**src/rtl/beep_sequencer_pkg.sv**
```systemverilog
// Shared encodings for the beep sequencer: FSM states, source codes,
// default alarm length, timer load values and the state-to-output decode.
package beep_sequencer_pkg;

  typedef enum logic [2:0] {
    ST_IDLE     = 3'd0,
    ST_LOAD_ON  = 3'd1,
    ST_ON       = 3'd2,
    ST_LOAD_OFF = 3'd3,
    ST_OFF      = 3'd4
  } state_t;

  typedef enum logic [1:0] {
    SRC_NONE  = 2'b00,
    SRC_CHIME = 2'b01,
    SRC_ALARM = 2'b10
  } src_t;

  localparam int ALARM_BURSTS_DEF = 30;

  // Values the companion 3-bit timer loads for the ON and OFF periods.
  localparam logic [2:0] T1_ON  = 3'd2;
  localparam logic [2:0] T1_OFF = 3'd1;

  typedef struct packed {
    logic beep;
    logic tload;
    logic tsel;
    logic tclr;
    logic busy;
  } outs_t;

  function automatic outs_t decode_outputs(input state_t st);
    outs_t o;
    o.beep  = 1'b0;
    o.tload = 1'b0;
    o.tsel  = 1'b0;
    o.tclr  = 1'b0;
    o.busy  = 1'b1;
    case (st)
      ST_IDLE: begin
        o.tclr = 1'b1;
        o.busy = 1'b0;
      end
      ST_LOAD_ON: begin
        o.tload = 1'b1;
        o.tsel  = 1'b1;
      end
      ST_ON: begin
        o.beep = 1'b1;
      end
      ST_LOAD_OFF: begin
        o.tload = 1'b1;
      end
      ST_OFF: begin
        o.beep = 1'b0;
      end
      default: begin
        o.tclr = 1'b1;
        o.busy = 1'b0;
      end
    endcase
    return o;
  endfunction

endpackage

```
**src/rtl/beep_sequencer.sv**
```systemverilog
// Beep burst sequencer: arbitrates hourly chime and alarm requests and drives
// the on/off timer controls and buzzer enable from registered state only.
module beep_sequencer
  import beep_sequencer_pkg::*;
#(
  parameter int CNT_W        = 5,
  parameter int ALARM_BURSTS = ALARM_BURSTS_DEF
) (
  input  logic       clk,
  input  logic       rst,
  input  logic       en,
  input  logic       chime_req,
  input  logic [3:0] chime_cnt,
  input  logic       alarm_req,
  input  logic       alarm_stop,
  input  logic       tdone,
  output logic       tload,
  output logic       tsel,
  output logic       tclr,
  output logic       beep,
  output logic       busy,
  output logic [1:0] src
);

  localparam logic [CNT_W-1:0] REM_ALARM = CNT_W'(ALARM_BURSTS);
  localparam logic [CNT_W-1:0] REM_ONE   = CNT_W'(1'b1);
  localparam logic [CNT_W-1:0] REM_ZERO  = CNT_W'(1'b0);

  state_t             state_r;
  state_t             state_next_s;
  src_t               src_r;
  src_t               src_next_s;
  logic [CNT_W-1:0]   rem_r;
  logic [CNT_W-1:0]   rem_next_s;
  logic               pend_r;
  logic               pend_next_s;
  logic               alarm_req_s;
  logic               pend_eff_s;
  outs_t              outs_r;

  // Next-state, burst counter, source and pending-alarm decisions.
  always_comb begin
    state_next_s = state_r;
    rem_next_s   = rem_r;
    src_next_s   = src_r;
    // A stop in the same cycle as a request suppresses the request.
    alarm_req_s  = alarm_req & ~alarm_stop;
    pend_eff_s   = pend_r & ~alarm_stop;
    pend_next_s  = pend_eff_s | (alarm_req_s & (src_r == SRC_CHIME));

    if (!en) begin
      state_next_s = ST_IDLE;
      rem_next_s   = REM_ZERO;
      src_next_s   = SRC_NONE;
      pend_next_s  = 1'b0;
    end else if (alarm_stop && (src_r == SRC_ALARM)) begin
      state_next_s = ST_IDLE;
      rem_next_s   = REM_ZERO;
      src_next_s   = SRC_NONE;
      pend_next_s  = 1'b0;
    end else begin
      case (state_r)
        ST_IDLE: begin
          if (alarm_req_s || pend_eff_s) begin
            state_next_s = ST_LOAD_ON;
            rem_next_s   = REM_ALARM;
            src_next_s   = SRC_ALARM;
            pend_next_s  = 1'b0;
          end else if (chime_req && (chime_cnt != 4'd0)) begin
            state_next_s = ST_LOAD_ON;
            rem_next_s   = CNT_W'(chime_cnt);
            src_next_s   = SRC_CHIME;
          end else begin
            state_next_s = ST_IDLE;
          end
        end
        ST_LOAD_ON: begin
          state_next_s = ST_ON;
        end
        ST_ON: begin
          if (tdone) begin
            if (rem_r != REM_ZERO) begin
              rem_next_s = rem_r - REM_ONE;
            end else begin
              rem_next_s = REM_ZERO;
            end
            if (rem_r <= REM_ONE) begin
              state_next_s = ST_IDLE;
              src_next_s   = SRC_NONE;
            end else begin
              state_next_s = ST_LOAD_OFF;
            end
          end else begin
            state_next_s = ST_ON;
          end
        end
        ST_LOAD_OFF: begin
          state_next_s = ST_OFF;
        end
        ST_OFF: begin
          if (tdone) begin
            // A waiting alarm takes over from a chime at the end of its gap.
            if ((src_r == SRC_CHIME) && (pend_eff_s || alarm_req_s)) begin
              rem_next_s  = REM_ALARM;
              src_next_s  = SRC_ALARM;
              pend_next_s = 1'b0;
            end else begin
              rem_next_s  = rem_r;
            end
            state_next_s = ST_LOAD_ON;
          end else begin
            state_next_s = ST_OFF;
          end
        end
        default: begin
          state_next_s = ST_IDLE;
          rem_next_s   = REM_ZERO;
          src_next_s   = SRC_NONE;
          pend_next_s  = 1'b0;
        end
      endcase
    end
  end

  // State, counter and output registers; outputs are pre-decoded from next state.
  always_ff @(posedge clk or negedge rst) begin
    if (!rst) begin
      state_r <= ST_IDLE;
      src_r   <= SRC_NONE;
      rem_r   <= REM_ZERO;
      pend_r  <= 1'b0;
      outs_r  <= decode_outputs(ST_IDLE);
    end else begin
      state_r <= state_next_s;
      src_r   <= src_next_s;
      rem_r   <= rem_next_s;
      pend_r  <= pend_next_s;
      outs_r  <= decode_outputs(state_next_s);
    end
  end

  assign beep  = outs_r.beep;
  assign tload = outs_r.tload;
  assign tsel  = outs_r.tsel;
  assign tclr  = outs_r.tclr;
  assign busy  = outs_r.busy;
  assign src   = src_r;

endmodule

```
**config.mk**
```make
export PLATFORM = sky130hd
export DESIGN_NAME = beep_sequencer
export DESIGN_NICKNAME = d
export VERILOG_FILES = /design/src/rtl/beep_sequencer_pkg.sv /design/src/rtl/beep_sequencer.sv
export SDC_FILE = /design/constraint.sdc
export NUM_CORES = 1
export LEC_CHECK = 0
export CAP_MARGIN = 10
export CORE_AREA = 3 3 54 44
export CTS_BUF_LIST = sky130_fd_sc_hd__clkbuf_2 sky130_fd_sc_hd__clkbuf_4 sky130_fd_sc_hd__clkbuf_8
export CTS_CLUSTER_SIZE = 12
export DETAILED_ROUTE_END_ITERATION = 8
export DIE_AREA = 0 0 57 47
export PLACE_DENSITY = 0.85
export SLEW_MARGIN = 20
export SYNTH_ARGS = -nofsm -noshare
export SYNTH_HDL_FRONTEND = slang
export SYNTH_SLANG_ARGS = --single-unit
```
**constraint.sdc**
```tcl
create_clock -name clk -period 2.1 [get_ports clk]
set_input_delay 0.21 -clock clk [delete_from_list [all_inputs] [get_ports clk]]
set_output_delay 0.21 -clock clk [all_outputs]
set_load 0.01 [all_outputs]
```
==> flow_metrics.tcl <==
set metrics [dict create \
    setup_ws_ns 0.301 \
    synth.area.mux_share 0.0613 \
    synth_top_area_share 0.383 \
    clkLatencyLatePin_ns 0.30 \
    synth_xor_area_frac 0.0179 \
    fin_crit_ns 1.80 \
    num_antenna_cells 0 \
    grt_use_total 0.179 \
    synth_simple_gate_area_frac 0.192 \
    drc 0 \
    io_pins 18 \
    post-route-period-util 0.857 \
    synth_top_family_by_area "compound AO/OA/AOI/OAI gates" \
    port_buffers 17 \
    max-cap-violations 0 \
    crit_chain "ha_1 -> o21bai_1 -> a211oi_2 -> a2bb2oi_2 -> a211oi_2 -> or3_1" \
    die_area_sq_um 2680 \
    irDropWorstVdd_mv 0.524 \
    postCtsSetupBuffers 0 \
    cts_max_level 1 \
    fin_nets 134 \
    cp.arrival_ns 2.03 \
    yosys.area.top_type "dfrtp_1" \
    yosysSeqAreaShare 0.410 \
    required_ns 2.33 \
    synth-seq-cells 16 \
    grt_pass1_vias 812 \
    leakage_uw 0.000503 \
    slowest_stage "dfrtp_1" \
    cts_buffer_depth 2 \
    dr_wl_met3_um 219 \
    antenna_found_initial 0 \
    critPathCaptureType "register" \
    drt_pass1_iterations 4 \
    antenna_left 0 \
    cp.depth 6 \
    syn-num-nets 114 \
    critPathLaunchType "register" \
    rsz0062_at_grt "no" \
    timing.final.max_slew_violations 0 \
    start_util 0.508 \
    routed-wl-met2_um 1010 \
    drt_iter0_drc 34 \
    die_h_um 47 \
    grt_first_pass_wirelength_um 3570 \
    drive_above_1_share 0.0924 \
    synth_edf_count 0 \
    synth_area_leaders "dfrtp_1 38%, mux2i_1 6.1%, ha_1 3.8%" \
    tns_ns 0 \
    synth_compound_area_frac 0.250 \
    syn_area_sq_um 980 \
    cpPeakStageDelay_ns 0.45 \
    hold_viol_final 0 \
    vias 850 \
    grt-ovfl-total 0 \
    drt-total-wl_um 2190 \
    core_area_sq_um 1930 \
    cp_max_fo 6 \
    finClkSkew_ns 0.00941 \
    path_clk_slew_ns 0.10 \
    cts_resized 0 \
    power_uw 964 \
    ff2ff_path_depth 6 \
    clock-sinks 16 \
    ctsRootBufferMaster "clkbuf_4" \
    via_per_inst 5.94 \
    hp-class "input pin to asynchronous set/reset pin" \
    synth_cells 100 \
    grt_max_degree 17 \
    postSynth.asyncResetShare 1.00 \
    powerDensity_nw_per_um2 795 \
    worstSetupPathType "register to register" \
    cts-hold-fix-buffers 0 \
    worst_slew_pin_slew_ns 0.727 \
    setup_viol 0 \
    cts_tree "built" \
    fp-row-count 14 \
    yosysWarningCount 0 \
    syn_to_final_growth_pct 23.8 \
    outcome "finished clean" \
    cp_top_family "compound AO/OA/AOI/OAI gates" \
    cts-buffers-inserted 3 \
    wire_per_inst_um 15.3 \
    maxSlewHeadroom 0.514 \
    wl_met1_um 946 \
    gp_congestion 0.837 \
    fmax_mhz 556 \
    fillerInstances 164 \
    synthFlopType "dfrtp_1" \
    dp.final_hpwl_um 1630 \
    cp_num_buf_inv 0 \
    synth_area_per_cell_sq_um 9.80 \
    path_common_cell "a211oi_2" \
    synth_cell_type_count 39 \
    dieWidth_um 57 \
    synthAdderAreaFrac 0.0383 \
    top_layer "met4" \
    pre_cts_ws_ns 0.0287 \
]
==> metrics by stage <==
stage                     hold WS (ns)  cells  utilization  instance area [sq um]
after floorplan                -0.0856    100            -                    980
after global placement           0.552    139        0.610                   1180
after detailed placement         0.566    139        0.610                   1180
after CTS                        0.361    143        0.629                   1210
after global routing             0.383    143        0.629                   1210
final                            0.336    143        0.629                   1210
==> per-layer routing <==
layer,GRT usage,vias up
met5,0,-
met4,0.0602,0
met3,0.0687,2
met2,0.296,41
met1,0.221,400
li1,-,407
==> worst paths after layout <==
kind	end	from	slack, ns
max	busy	rem_r[0]	0.30
min in group clk	pend_r	alarm_stop	0.52
min	rem_r[0]	rst	0.34
min reg2reg	rem_r[4]	rem_r[4]	0.58
max in group asynchronous	rem_r[4]	rst	1.30
max reg2reg	busy	rem_r[0]	0.30
==> cells in the mapped netlist, types with 3 or more instances <==
library cell	count
dfrtp_1	15
nand2_1	9
nor2_1	8
a21oi_1	6
mux2i_1	6
inv_1	5
nor3_1	5
ha_1	3
o32a_1	3
==> power by group <==
part           leakage [uW]  switching [uW]  total, uW  internal [uW]
registers          0.000212            42.6        396            354
logic              0.000270             180        358            178
clock network     0.0000210             104        210            106
total              0.000503             327        964            638
==> area by class of cell <==
class / instances / area, sq um / share of cell area
multi-input combinational: 76 / 548 / 0.452
clock buffer: 4 / 36.3 / 0.0299
inverter: 5 / 18.8 / 0.0155
timing repair buffer: 18 / 178 / 0.147
tap: 24 / 30.0 / 0.0248
sequential: 16 / 402 / 0.331
==> logic make-up (layout without fill, tap and decap cells) <==
family                   after synthesis  after routing
AND/OR/NAND/NOR                       37             37
AO/OA/AOI/OAI                         28             28
flip-flops                            16             16
buffers and inverters                  8             27
multiplexers                           6              6
adder cells (fa/ha/maj)                3              3
XOR/XNOR                               2              2
==> worst reg2reg max path, cell delays in order, from the launching register on <==
cell and delay, ns:
dfrtp_1 0.45, ha_1 0.21, o21bai_1 0.18, a211oi_2 0.35, a2bb2oi_2 0.12, a211oi_2 0.28, or3_1 0.14
==> placed cells by master (no fill, tap or decap), types with 3 or more instances in the layout <==
master           instances
inv_1                    5
ha_1                     3
clkdlybuf4s50_1         17
mux2i_1                  6
nor2_1                   8
dfrtp_1                 15
nand2_1                  9
a21oi_1                  6
nor3_1                   5
o32a_1                   3
clkbuf_4                 3
==> sequential cells by signal, indices dropped and copies added, names as in the netlist <==
register and count:
rem_r 5, tload 1, busy 1, tclr 1, pend_r 1, beep 1, src 2, tsel 1
state_r 3
(Power assumes the default switching activity.)
